## src/rtl/mux_4_rr_arbiter_if.sv

```systemverilog
// Bundle of request, data and output-handshake signals shared between the
// four producers, the round-robin arbiter and the downstream 32-bit consumer.
// The master modport is the arbiter side; the slave modport is the side that
// drives requests and data and accepts the output word.
interface mux_4_rr_arbiter_if;
    logic [3:0]  req;
    logic [31:0] i0;
    logic [15:0] i1;
    logic [31:0] i2;
    logic [7:0]  i3;
    logic [3:0]  ack;
    logic [1:0]  grant;
    logic [31:0] o;
    logic        o_valid;
    logic        o_ready;
    logic        timeout;

    modport master (
        input  req, i0, i1, i2, i3, o_ready,
        output ack, grant, o, o_valid, timeout
    );

    modport slave (
        output req, i0, i1, i2, i3, o_ready,
        input  ack, grant, o, o_valid, timeout
    );
endinterface

```

## src/rtl/mux_4_rr_arbiter.sv

```systemverilog
// Round-robin arbiter and sequencer for a shared, registered 32-bit 4:1 output
// path. Sources are 32, 16, 32 and 8 bits wide and are zero-extended on capture.
// A held word waits for o_ready and is dropped after TIMEOUT cycles (0 = never).
// Optional build macro MUX_4_RR_ARBITER_STATS_EN adds per-source 16-bit
// saturating consumed-word counters (stats) and a saturating drop count (drops).
module mux_4_rr_arbiter #(
    parameter int TIMEOUT   = 16,
    parameter int RESET_PTR = 0
) (
    input  logic                 clock,
    input  logic                 reset,
    mux_4_rr_arbiter_if.master   bus
`ifdef MUX_4_RR_ARBITER_STATS_EN
    ,
    output logic [63:0]          stats,
    output logic [7:0]           drops
`endif
);

    typedef enum logic {IDLE, HOLD} state_t;

    localparam logic [7:0] TIMEOUT_LAST = (TIMEOUT == 0) ? 8'd0 : 8'(TIMEOUT - 1);
    localparam logic [1:0] PTR_INIT     = 2'(RESET_PTR);

    state_t      state;
    state_t      next_state;
    logic [1:0]  ptr;
    logic [7:0]  wait_cnt;
    logic [1:0]  winner;
    logic [1:0]  scan_idx;
    logic        found;
    logic [31:0] winner_data;
    logic        capture;
    logic        go_idle;
    logic        drop;
    logic        count;

    // Scan req starting at ptr and pick the first requesting source.
    always_comb begin
        winner   = ptr;
        scan_idx = ptr;
        found    = 1'b0;
        for (int i = 0; i < 4; i++) begin
            scan_idx = ptr + 2'(i);
            if (!found && bus.req[scan_idx]) begin
                winner = scan_idx;
                found  = 1'b1;
            end
        end
    end

    // Zero-extend the winning source onto the 32-bit path.
    always_comb begin
        winner_data = 32'd0;
        case (winner)
            2'd0:    winner_data = bus.i0;
            2'd1:    winner_data = {16'd0, bus.i1};
            2'd2:    winner_data = bus.i2;
            default: winner_data = {24'd0, bus.i3};
        endcase
    end

    // Next-state and action decode: capture, release, drop on timeout, or keep waiting.
    always_comb begin
        next_state = state;
        capture    = 1'b0;
        go_idle    = 1'b0;
        drop       = 1'b0;
        count      = 1'b0;
        case (state)
            IDLE: begin
                if (found) begin
                    capture    = 1'b1;
                    next_state = HOLD;
                end
            end
            default: begin
                if (bus.o_ready) begin
                    if (found) begin
                        capture = 1'b1;
                    end else begin
                        go_idle    = 1'b1;
                        next_state = IDLE;
                    end
                end else if (TIMEOUT != 0 && wait_cnt == TIMEOUT_LAST) begin
                    drop       = 1'b1;
                    next_state = IDLE;
                end else begin
                    count = 1'b1;
                end
            end
        endcase
    end

    // State, output word, pointer, wait counter and one-cycle pulses.
    always_ff @(posedge clock) begin
        if (reset) begin
            state       <= IDLE;
            bus.o       <= 32'd0;
            bus.o_valid <= 1'b0;
            bus.grant   <= 2'd0;
            bus.ack     <= 4'd0;
            bus.timeout <= 1'b0;
            ptr         <= PTR_INIT;
            wait_cnt    <= 8'd0;
        end else begin
            state       <= next_state;
            bus.ack     <= 4'd0;
            bus.timeout <= 1'b0;
            if (capture) begin
                bus.o       <= winner_data;
                bus.grant   <= winner;
                bus.o_valid <= 1'b1;
                bus.ack     <= 4'b0001 << winner;
                ptr         <= winner + 2'd1;
                wait_cnt    <= 8'd0;
            end else if (go_idle) begin
                bus.o_valid <= 1'b0;
            end else if (drop) begin
                bus.o_valid <= 1'b0;
                bus.timeout <= 1'b1;
                wait_cnt    <= 8'd0;
            end else if (count) begin
                wait_cnt <= wait_cnt + 8'd1;
            end
        end
    end

`ifdef MUX_4_RR_ARBITER_STATS_EN
    logic consumed;
    assign consumed = bus.o_valid & bus.o_ready;

    // Saturating per-source consumed counters and saturating drop counter.
    always_ff @(posedge clock) begin
        if (reset) begin
            stats <= 64'd0;
            drops <= 8'd0;
        end else begin
            for (int k = 0; k < 4; k++) begin
                if (consumed && bus.grant == 2'(k) && stats[16*k +: 16] != 16'hFFFF) begin
                    stats[16*k +: 16] <= stats[16*k +: 16] + 16'd1;
                end
            end
            if (drop && drops != 8'hFF) begin
                drops <= drops + 8'd1;
            end
        end
    end
`endif

endmodule

```

## src/flat_wrapper.sv

```systemverilog
// flat-port wrapper written by rule: the top's interface ports become plain ports
module mux_4_rr_arbiter_flat 
#(
    parameter int TIMEOUT   = 16,
    parameter int RESET_PTR = 0
)
  (clock, reset, bus_req, bus_i0, bus_i1, bus_i2, bus_i3, bus_o_ready, bus_ack, bus_grant, bus_o, bus_o_valid, bus_timeout);
  mux_4_rr_arbiter_if bus_i ();
  input  logic clock;
  input  logic reset;
  input wire logic [$bits(bus_i.req)-1:0] bus_req;
  input wire logic [$bits(bus_i.i0)-1:0] bus_i0;
  input wire logic [$bits(bus_i.i1)-1:0] bus_i1;
  input wire logic [$bits(bus_i.i2)-1:0] bus_i2;
  input wire logic [$bits(bus_i.i3)-1:0] bus_i3;
  input wire logic [$bits(bus_i.o_ready)-1:0] bus_o_ready;
  output wire logic [$bits(bus_i.ack)-1:0] bus_ack;
  output wire logic [$bits(bus_i.grant)-1:0] bus_grant;
  output wire logic [$bits(bus_i.o)-1:0] bus_o;
  output wire logic [$bits(bus_i.o_valid)-1:0] bus_o_valid;
  output wire logic [$bits(bus_i.timeout)-1:0] bus_timeout;
  assign bus_i.req = bus_req;
  assign bus_i.i0 = bus_i0;
  assign bus_i.i1 = bus_i1;
  assign bus_i.i2 = bus_i2;
  assign bus_i.i3 = bus_i3;
  assign bus_i.o_ready = bus_o_ready;
  assign bus_ack = bus_i.ack;
  assign bus_grant = bus_i.grant;
  assign bus_o = bus_i.o;
  assign bus_o_valid = bus_i.o_valid;
  assign bus_timeout = bus_i.timeout;
  mux_4_rr_arbiter #(.TIMEOUT(TIMEOUT), .RESET_PTR(RESET_PTR)) u_core (.clock(clock), .reset(reset), .bus(bus_i));
endmodule
```

## config.mk

```make
export PLATFORM = sky130hd
export DESIGN_NAME = mux_4_rr_arbiter_flat
export DESIGN_NICKNAME = d
export VERILOG_FILES = /design/src/rtl/mux_4_rr_arbiter_if.sv /design/src/rtl/mux_4_rr_arbiter.sv /design/src/flat_wrapper.sv
export SDC_FILE = /design/constraint.sdc
export NUM_CORES = 1
export LEC_CHECK = 0
export ABC_AREA = 1
export CORE_ASPECT_RATIO = 1.1
export CORE_MARGIN = 4
export CORE_UTILIZATION = 43
export DETAILED_ROUTE_END_ITERATION = 16
export GPL_ROUTABILITY_DRIVEN = 0
export PLACE_DENSITY = 0.84
export SLEW_MARGIN = 10
export SYNTH_ARGS = -nofsm -noshare
export SYNTH_HDL_FRONTEND = slang
export SYNTH_SLANG_ARGS = --single-unit
```

## constraint.sdc

```tcl
create_clock -name clock -period 4.4 [get_ports clock]
set_clock_uncertainty 0.1 [all_clocks]
set_input_delay 0.88 -clock clock [delete_from_list [all_inputs] [get_ports clock]]
set_output_delay 0.88 -clock clock [all_outputs]
set_load 0.05 [all_outputs]
```

=== After elaboration in Yosys (flattened, before gate mapping) ===
Cells that the tools add are included.

* Output and inout bits: 40
* Bits of input ports: 95
* Register bits after elaboration: 51
* Word-level logic and storage cells: 72

* Order comparisons: 4
* Shift operators: 1
* Bitwise gates (word level): 2
* Reduce and logical (&&, ||, !) cells: 13
* Equal/unequal tests: 3
* Mux-type cells: 36
* Add/sub/neg operators: 5

{| class="wikitable"
|+ Operators with widths
! kind !! number
|-
| $pmux 32 s3 || 1
|-
| $mux 1 || 26
|-
| $mux 8 || 2
|-
| $lt 2x3->1 const B || 4
|-
| $add 8x1->8 const B || 1
|-
| $bmux 1 s2 || 4
|-
| $eq 8x4->1 const B || 1
|-
| $mux 2 || 3
|-
| $add 2x1->2 const B || 2
|-
| $add 2x2->2 const B || 2
|-
| $reduce_or 2->1 || 2
|-
| $shl 1x2->4 const A || 1
|-
| $logic_and 1x1->1 || 3
|-
| $logic_not 1->1 || 3
|-
| $reduce_bool 3->1 || 1
|-
| $reduce_or 3->1 || 1
|-
| $eq 2x1->1 const B || 1
|-
| $eq 2x2->1 const B || 1
|-
| $logic_not 2->1 || 1
|-
| $not 1->1 || 2
|-
| $reduce_and 2->1 || 1
|-
| $reduce_bool 2->1 || 1
|}

=== Logic depth before layout (Yosys ltp) ===
Gate-level depths: netlist (run 1).

* Depth after elaboration: 17
* Gate-level depth with buffers: 21
* Gate-level depth less buffers: 18

=== Worst setup path after synthesis (run 1) ===
No wires, ideal clock.

* Kind: input to register
* Start: input bus_req[3]
* End: register u_core.bus.o[22]
* Slack: 1.569 ns
* Stages: 14
* Path buffers: 2
* Data arrival time: 2.672 ns
* Path through: nand2_1 -> nand3_1 -> nand2_1 -> nand2_1 -> xor2_1 -> nand2_1 -> nand2_1 -> inv_1 -> ha_1 -> inv_1 -> clkbuf_1 -> clkbuf_1 -> nand3_1 -> nand2_1

* Elaborated cells on any way between the ends: 28
* Those cells by class: eq/ne: 2; mux: 19; reduce/logical: 7

{| class="wikitable"
|+ RTL lines
! what !! line !! text
|-
| start: declaration || flat_wrapper.sv:11 || <nowiki>input wire logic [$bits(bus_i.req)-1:0] bus_req;</nowiki>
|-
| $bmux 1 s2 || mux_4_rr_arbiter.sv:45 || <nowiki>if (!found && bus.req[scan_idx]) begin</nowiki>
|-
| $mux 1 (not written as such) || mux_4_rr_arbiter.sv:45 ||
|-
| $mux 1 || mux_4_rr_arbiter.sv:45 ||
|-
| $logic_not 1->1 || mux_4_rr_arbiter.sv:45 ||
|-
| $logic_and 1x1->1 || mux_4_rr_arbiter.sv:45 ||
|-
| $mux 1 || mux_4_rr_arbiter.sv:45 ||
|-
| $logic_not 1->1 || mux_4_rr_arbiter.sv:45 ||
|-
| $logic_and 1x1->1 || mux_4_rr_arbiter.sv:45 ||
|-
| $mux 1 || mux_4_rr_arbiter.sv:45 ||
|-
| $logic_not 1->1 || mux_4_rr_arbiter.sv:45 ||
|-
| $logic_and 1x1->1 || mux_4_rr_arbiter.sv:45 ||
|-
| $mux 2 (*) || mux_4_rr_arbiter.sv:45 ||
|-
| via u_core.winner[0] || mux_4_rr_arbiter.sv:29 || <nowiki>logic [1:0] winner;</nowiki>
|-
| $eq 2x2->1 (tied with other cells) || mux_4_rr_arbiter.sv:55 || <nowiki>case (winner)</nowiki>
|-
| $pmux 32 s3 (*) || mux_4_rr_arbiter.sv:55 ||
|-
| end signal: assignment || mux_4_rr_arbiter.sv:111 || <nowiki>bus.o <= winner_data;</nowiki>
|-
| end: declaration || mux_4_rr_arbiter_if.sv:20 || <nowiki>output ack, grant, o, o_valid, timeout</nowiki>
|}

The timed path passes the listed nets; every way through them passes the cells marked *. The select of a mux whose other input is x is not followed.
A chain may end at the register's enable or synchronous reset.

=== Worst setup path after layout (run 1) ===
* Start: input bus_req[1]
* End: register u_core.bus.o[0]

Same word-level chain as after synthesis.

==> results of run 1 <==
[cells in the mapped netlist (4+ instances only)]
cell	instances
xor2_1	5
ha_1	5
nand2_1	141
o22ai_1	9
inv_1	14
clkbuf_1	11
nand3_1	43
dfxtp_1	51
a22o_1	24
o21ai_0	6
nor2_1	18
o21ai_1	4
[worst max-delay path by stage]
stage / startpoint / endpoint / slack (ns) / cells past startpoint
6_report: bus_req[1] / u_core.bus.o[0] / 1.01 / 15
5_1_grt: bus_req[1] / u_core.bus.o[0] / 0.68 / 15
4_1_cts: bus_req[1] / u_core.bus.o[0] / 1.02 / 15
3_5_place_dp: bus_req[1] / u_core.bus.o[0] / 0.70 / 15
3_3_place_gp: bus_req[3] / u_core.bus.o[6] / 0.82 / 15
2_1_floorplan: bus_req[3] / u_core.bus.o[22] / 1.57 / 14
[metrics by stage]
| step | total power, W | hold WS (ns) | area, sq um | cells | setup WS (ns) |
|---|---|---|---|---|---|
| 2_1_floorplan | 0.00207 | 0.349 | 2560 | 361 | 1.57 |
| 3_3_place_gp | 0.00260 | 0.336 | 3930 | 557 | 0.815 |
| 3_5_place_dp | 0.00262 | 0.339 | 3930 | 557 | 0.702 |
| 4_1_cts | 0.00297 | 0.356 | 4050 | 565 | 1.02 |
| 5_1_grt | 0.00318 | 0.372 | 4050 | 565 | 0.676 |
| 6_report | 0.00295 | 0.353 | 4050 | 565 | 1.01 |
[flip-flops by register name, summed over array words and instances (netlist names)]
name	flops
u_core.wait_cnt	8
u_core.state	1
u_core.bus.ack	4
u_core.ptr	2
u_core.bus.grant	2
u_core.bus.o	32
u_core.bus.o_valid	1
u_core.bus.timeout	1
[cell type report]
cell class                 count  share of cell area [%]
timing repair buffer         138                    33.9
multi-input combinational    273                    33.8
sequential                    51                    25.2
tap                           77                    2.38
clock buffer                   6                    2.04
inverter                      18                    1.79
clock inverter                 2                   0.866
[power groups by stage]
stage               combinational, W  clock, W  sequential (W)
finish                       0.00198  0.000332        0.000640
detailed placement           0.00197         0        0.000649
CTS                          0.00199  0.000338        0.000639
global placement             0.00196         0        0.000645
global route                 0.00217  0.000357        0.000652
floorplan                    0.00111         0        0.000964
[worst max-delay path, cell delays in order]
cell and delay [ns]:
clkdlybuf4s50_1 0.48, nand2_1 0.08, nand3_1 0.17, nand2_1 0.11
nand2_1 0.11, xor2_1 0.15, nand2_1 0.06, nand2_1 0.15
inv_1 0.11, ha_1 0.21, inv_1 0.42, buf_4 0.24
nand2_1 0.06, o22ai_1 0.12, o21ai_0 0.09
[layer usage]
layer	GRT usage, %	part of all wire, %	vias to the layer above
met1	22.5	40	1243
li1	-	-	1450
met4	5.44	0.80	0
met5	0	0	-
met2	37.3	49	102
met3	7.46	11	6
[cell families (layout without fill, tap and decap cells)]
logic type / Yosys count / count (layout) / share of synthesized area, %
flip-flops: 51 / 51 / 39.8
buffers and inverters: 37 / 164 / 6.78
AND/OR/NAND/NOR: 214 / 214 / 34.8
adder cells (fa/ha/maj): 5 / 5 / 2.44
XOR/XNOR: 5 / 5 / 1.71
AO/OA/AOI/OAI: 49 / 49 / 14.4
==> metrics, run 1 <==
status=finished, final reports clean; Ports=135; Syn Nets=461; DPL Wire Length=6.07 mm; Die Y=89.0 microns; Req. time, crit path=4.47 ns; layout cells sized above 1=4.51%; Rows=29; Post-synth EDFFs=0; #FFs+latches synth=51; Netlist cell types=31; worst reg2reg path depth=15; Switch Pwr=0.00146 W; DR WL/cell=14.0 microns; die area=0.00726 sq mm; Finished Core Util=70.2%; area growth from synthesis to layout=57.9%; reg-to-reg critical path startpoint=u_core.ptr[0]; Cell Area, Synth=0.00256 sq mm; Arr. time, crit path=3.46 ns; CTS buffer count=5; internal power=0.00148 W; initial core utilization=44.4%; # DRC=0; Clock Power Share=11.2%; diode count=0; CORE AREA=0.00577 sq mm; FMAX=295 MHz; # setup viols final=0; FF+latch area=0.00102 sq mm; final worst path period need=3.39 ns; PwrDens=728 mW/mm^2; Worst Hold Endpoint=u_core.bus.grant[0]; most common cell after layout, fill and taps aside=nand2_1; DR vias=2801; Flop pwr share=21.7%; initial antenna violation count=0; asr flop ratio synth=0%; combinational power share=67.0%; HP Start=u_core.bus.grant[0]; relative slew slack=57.5%; largest net degree at the start of global routing=35; largest cells by area after synthesis=dfxtp_1 40%, nand2_1 21%, nand3_1 8.4%; depth of the CTS H-tree=2; Post-CTS Setup Bufs=0; fillers=480; Clock Sink Count=51; grt total ovfl=0; first-pass iteration count of the detailed router=5; area share of the largest cell type after synthesis=39.8%; crit path capture type=flop; clk buf depth=2; Final #Nets=587; clock slew at reported path FFs=0.09 ns; HP Class=reg2reg; Worst Max-Slew Pin Slew=0.638 ns; R2R Path End=u_core.bus.o[0]; syn avg cell area=7.10 sq um; worst hold stages=2; Max VDD drop=0.435 mV; top_reg_cell synth=dfxtp_1; Hold Buf Count CTS=0; CTS tree=yes; sequential share of the synthesized area=39.8%; post-DR vias/cell=4.96; fin crit share=77.2%; footprint of the multi-input gates=0.00137 sq mm; Die X=81.6 microns; total track usage=20.5%; via count of the first global-routing pass=2564; Net Sw Frac=49.6%; Synth Instances=361; total routed wirelength=7.89 mm; Setup CP Type=in2reg; Root Driver=clkbuf_8; leakage power=1.78 nW; type of origin of the critical path=input port; FF-to-FF setup slack=1.40 ns; Syn. warnings=0; CP max FO=20; Routed Antenna Nets=0; clk_lat worst skew=0.30 ns; first-pass GRT wire length=11.8 mm; final hold vios=0; DRT iter0 DRCs=163; Synth area leader=dfxtp_1; setup_tns=0 ns; CTS resizes=0; RSZ-0062 raised after global routing=false; Max Transition Viols Final=0; most frequent cells in the layout=141 x nand2_1, 134 x clkdlybuf4s50_1, 51 x dfxtp_1; Buffers on Ports=134; max-cap viol count=0
(Power assumes the default switching activity.)
==> run 2: changes to the inputs <==
--- a/config.mk
+++ b/config.mk
@@ -8,10 +8,10 @@
 export ABC_AREA = 1
 export CORE_ASPECT_RATIO = 1.1
 export CORE_MARGIN = 4
-export CORE_UTILIZATION = 43
+export CORE_UTILIZATION = 36
 export DETAILED_ROUTE_END_ITERATION = 16
 export GPL_ROUTABILITY_DRIVEN = 0
-export PLACE_DENSITY = 0.84
+export PLACE_DENSITY = 0.74
 export SLEW_MARGIN = 10
 export SYNTH_ARGS = -nofsm -noshare
 export SYNTH_HDL_FRONTEND = slang
==> constraint.sdc (replaced) <==
create_clock -name clock -period 2.9 [get_ports clock]
set_clock_uncertainty 0.1 [all_clocks]
set_input_delay 0.58 -clock clock [delete_from_list [all_inputs] [get_ports clock]]
set_output_delay 0.58 -clock clock [all_outputs]
set_load 0.05 [all_outputs]
==> run 2 against run 1 <==
Compared with the run above:
- utilization decreased by 11 points
- worst setup slack worse by 0.80 ns
- die area up 18%
- global-route usage decreased by 2.2 points
- power grew 59%
- critical endpoint is now u_core.bus.o[1]
- via count rose by 3.3%
- highest routed layer unchanged
==> metrics, run 2 (synthesized netlist as in run 1, its figures left out) <==
status=finished, final reports clean; Req. time, crit path=2.99 ns; DR WL/cell=14.0 microns; total track usage=18.4%; most frequent cells in the layout=141 x nand2_1, 134 x clkdlybuf4s50_1, 51 x dfxtp_1; FMAX=370 MHz; first-pass iteration count of the detailed router=5; Final #Nets=597; # setup viols final=0; Arr. time, crit path=2.79 ns; Top Layer Used=met4; setup_tns=0 ns; reg-to-reg critical path startpoint=u_core.ptr[0]; Die Y=96.5 microns; fin crit share=93.1%; CTS tree=yes; grt total ovfl=0; met1 WL=3.22 mm; Most flops, register=u_core.bus.o; via count of the first global-routing pass=2791; Ports=135; # DRC=0; max-cap viol count=0; post-route setup slack=0.201 ns; Final Non-Filler Cells=583; Setup WS pre-CTS=-0.123 ns; CORE AREA=0.00697 sq mm; CP max FO=16; Max VDD drop=0.844 mV; die area=0.00854 sq mm; diode count=0; total routed wirelength=8.15 mm; Worst Max-Slew Pin Slew=0.529 ns; most common cell after layout, fill and taps aside=nand2_1; Buffers on Ports=134; initial antenna violation count=0; Routed Antenna Nets=0; type of origin of the critical path=input port; final hold vios=0; Setup CP Type=in2reg; CTS buffer count=5; HP Class=reg2reg; crit path capture type=flop; Largest regs=u_core.bus.o: 32 flops, u_core.wait_cnt: 8 flops, u_core.bus.ack: 4 flops; relative slew slack=64.6%; wire length on met3=620 microns; Placed Instances=575; clock slew at reported path FFs=0.09 ns; largest net degree at the start of global routing=35; initial core utilization=36.8%; leakage power=1.83 nW; footprint of the multi-input gates=0.00137 sq mm; Rows=32; final worst path period need=2.70 ns; CTS resizes=0; Clock Sink Count=51; HP Start=u_core.bus.o[17]; Hold Buf Count CTS=0; crit path launch=bus_req[1]; FF+latch area=0.00102 sq mm; area growth from synthesis to layout=61.9%; DR vias=2894; PwrDens=1130 mW/mm^2; clk_lat worst skew=0.30 ns; clk buf depth=2; Max Transition Viols Final=0; layout cells sized above 1=6.22%; first-pass GRT wire length=12.3 mm; Largest register FFs=32; DRT iter0 DRCs=58; RSZ-0062 raised after global routing=false; depth of the CTS H-tree=2; post-DR vias/cell=4.96; DPL Wire Length=6.17 mm; met2 wire length=4.14 mm; Root Driver=clkbuf_8; Post-CTS Setup Bufs=0; Die X=88.5 microns; fillers=652
-- run 2: cell type report --
class                   instances  area share [%]
clock buffers                   7            1.84
multi-input cells             273            33.1
repair buffers                148            36.0
inverters                      18            1.75
flip-flops and latches         51            24.6
well taps                      85            2.56
clock inverters                 1           0.121
-- run 2: where the power goes --
group          internal, W  total [W]  switching, W
Clock             0.000170   0.000393      0.000223
Sequential        0.000879   0.000971     0.0000918
Combinational      0.00137    0.00332       0.00195
Total              0.00242    0.00468       0.00226
-- run 2: worst max-delay path, cell delays in order --
cell and delay, ns:
clkdlybuf4s50_1 0.48, nand2_1 0.07, nand3_1 0.16, nand2_1 0.12, nand2_1 0.13, xor2_1 0.15
nand2_1 0.06, nand2_1 0.12, inv_1 0.09, ha_1 0.23, buf_12 0.16, a22o_1 0.21
o22ai_1 0.13, o21ai_1 0.08
-- run 2: layer usage --
layer | up-vias | GRT usage, %
met3 | 17 | 3.99
met5 | - | 0
met4 | 0 | 7.05
met1 | 1321 | 20.1
li1 | 1471 | -
met2 | 85 | 34.2
-- run 2: path summary, 6_finish.rpt --
path	slack, ns	depth (start not counted)	endpoint
worst min-delay path	0.36	2	u_core.bus.o[17]
worst min register to register	0.36	2	u_core.bus.o[17]
worst max register to register	0.28	15	u_core.bus.o[31]
worst max-delay path	0.20	14	u_core.bus.o[1]
-- run 2: metrics by stage --
| step | instance area [sq um] | utilization, % | total power, W | hold slack (ns) |
|---|---|---|---|---|
| after global placement | 4070 | 58.4 | 0.00427 | 0.335 |
| after floorplan | 2560 | - | 0.00315 | 0.349 |
| after detailed placement | 4070 | 58.4 | 0.00433 | 0.338 |
| final | 4150 | 59.6 | 0.00468 | 0.356 |
| after global routing | 4150 | 59.6 | 0.00508 | 0.375 |
| after CTS | 4150 | 59.5 | 0.00474 | 0.356 |
==> run 3: changes to the inputs <==
--- a/config.mk
+++ b/config.mk
@@ -11,8 +11,7 @@
 export CORE_UTILIZATION = 36
 export DETAILED_ROUTE_END_ITERATION = 16
 export GPL_ROUTABILITY_DRIVEN = 0
-export PLACE_DENSITY = 0.74
-export SLEW_MARGIN = 10
+export PLACE_DENSITY = 0.88
 export SYNTH_ARGS = -nofsm -noshare
 export SYNTH_HDL_FRONTEND = slang
 export SYNTH_SLANG_ARGS = --single-unit
==> run 3 against run 2 <==
Compared with the run above:
- via count grew 1.9%
- worst setup slack gained 0.027 ns
- routed wire length shrank 0.31%
- register-to-register slack gained 0.03 ns
- sequential cell count is the same
- fmax grew 1.0%
- count of clock-buffer cells in the layout shrank 2
- worst hold slack gained 0.00072 ns
- first-iteration DRC count grew 66%
- critical path depth is the same
- non-clock buffer count shrank 1
- combinational power is essentially flat
- critical path type unchanged
==> metrics, run 3 (synthesized netlist as in run 1, its figures left out) <==
Critical Path Stages=14; max-cap viol count=0; Routed Antenna Nets=0; DR vias=2949; via count of the first global-routing pass=2836; DPL Wire Length=6.38 mm; Clock Sink Count=51; CP max FO=16; crit-path max cell delay=0.47 ns; leakage power=1.84 nW; Largest register FFs=32; CTS tree=yes; Die Y=96.5 microns; initial core utilization=36.8%; DR WL/cell=14.0 microns; Setup WS pre-CTS=-0.139 ns; R2R Path End=u_core.bus.o[3]; depth of the CTS H-tree=2; area growth from synthesis to layout=62.8%; post-route setup slack=0.228 ns; fillers=634; Max Transition Viols Final=0; most common cell after layout, fill and taps aside=nand2_1; first-pass GRT wire length=12.3 mm; Most flops, register=u_core.bus.o; slowest CP cell=clkdlybuf4s50_1; DRT iter0 DRCs=96; HP Class=reg2reg; Buffers on Ports=134; grt total ovfl=0; clock slew at reported path FFs=0.09 ns; Hold Buf Count CTS=0; diode count=0; layout cells sized above 1=6.45%; CORE AREA=0.00697 sq mm; Post-CTS Setup Bufs=0; post-DR vias/cell=5.08; worst reg2reg path depth=16; crit path capture type=flop; Critical Path End=u_core.bus.o[3]; total track usage=18.2%; cell mode on critical path=nand2_1; Root Driver=clkbuf_8; clk buf depth=2; final hold vios=0; PwrDens=1140 mW/mm^2; type of origin of the critical path=input port; most frequent cells in the layout=141 x nand2_1, 134 x clkdlybuf4s50_1, 51 x dfxtp_1; Ports=135; # setup viols final=0; Worst Max-Slew Pin Slew=0.562 ns; total routed wirelength=8.12 mm; CTS resizes=0; Critical Path, Cell by Cell=clkdlybuf4s50_1 -> nand2_1 -> nand3_2 -> nand2_1 -> nand2_1 -> xor2_1 -> nand2_1 -> nand2_1 -> inv_1 -> ha_1 -> buf_12 -> a22o_1 -> o22ai_1 -> o21ai_1; Largest regs=u_core.bus.o: 32 flops, u_core.wait_cnt: 8 flops, u_core.bus.ack: 4 flops; die area=0.00854 sq mm; clk_lat worst skew=0.30 ns; relative slew slack=62.4%; FF-to-FF setup slack=0.31 ns; Rows=32; fin crit share=92.1%; Finished Core Util=59.9%; CTS buffer count=5; largest net degree at the start of global routing=35; Arr. time, crit path=2.76 ns; Max VDD drop=0.761 mV; Buf+Inv Stages, Crit Path=3; crit path launch=bus_req[3]; Req. time, crit path=2.99 ns; Final #Nets=596; setup_tns=0 ns; status=finished, final reports clean; CP top delay family=buffers and inverters; FMAX=374 MHz; reg-to-reg critical path startpoint=u_core.ptr[0]; final worst path period need=2.67 ns; # DRC=0; first-pass iteration count of the detailed router=4; Setup CP Type=in2reg; initial antenna violation count=0; Die X=88.5 microns; final hold slack=0.357 ns
## run 3: through the flow
step	area (sq um)	cells	power (W)
finish	4170	581	0.00476
global route	4170	581	0.00514
CTS	4160	581	0.00480
detailed placement	4060	574	0.00430
global placement	4060	574	0.00421
floorplan	2560	361	0.00315
## run 3: worst min-delay path by stage
stage                                    end                from  cells past startpoint
after floorplan           u_core.wait_cnt[4]  u_core.wait_cnt[4]                      2
after global placement      u_core.bus.o[20]    u_core.bus.o[20]                      2
after detailed placement     u_core.bus.o[8]     u_core.bus.o[8]                      2
after CTS                    u_core.bus.o[8]     u_core.bus.o[8]                      2
after global routing        u_core.bus.o[18]    u_core.bus.o[18]                      2
final                        u_core.bus.o[8]     u_core.bus.o[8]                      2
## run 3: per-layer routing
metal  vias up  track usage, %  part of all wire (%)
met5         -               0                     0
met4         0            6.05                   2.1
met3        16            4.50                   7.4
met2       107            34.7                    53
met1      1362            19.2                    38
li1       1464               -                     -
## run 3: area by class of cell
| class | instances | area, sq um | area share (%) |
|---|---|---|---|
| clock buffer | 5 | 68.8 | 1.65 |
| clock inverter | 2 | 37.5 | 0.899 |
| inverter | 18 | 72.6 | 1.74 |
| multi-input combinational | 273 | 1380 | 33.0 |
| sequential | 51 | 1020 | 24.5 |
| tap | 85 | 106 | 2.55 |
| timing repair buffer | 147 | 1490 | 35.7 |
## run 3: tightest hold or removal path: cells and delay by family, from the launching register on
kind	cells	cell delay (ns)
simple gates	2	0.10
flops	1	0.32
## run 3: power breakdown
group,switching (W),internal (W)
combinational,0.00195,0.00136
clock,0.000229,0.000252
sequential,0.0000973,0.000879
total,0.00227,0.00249
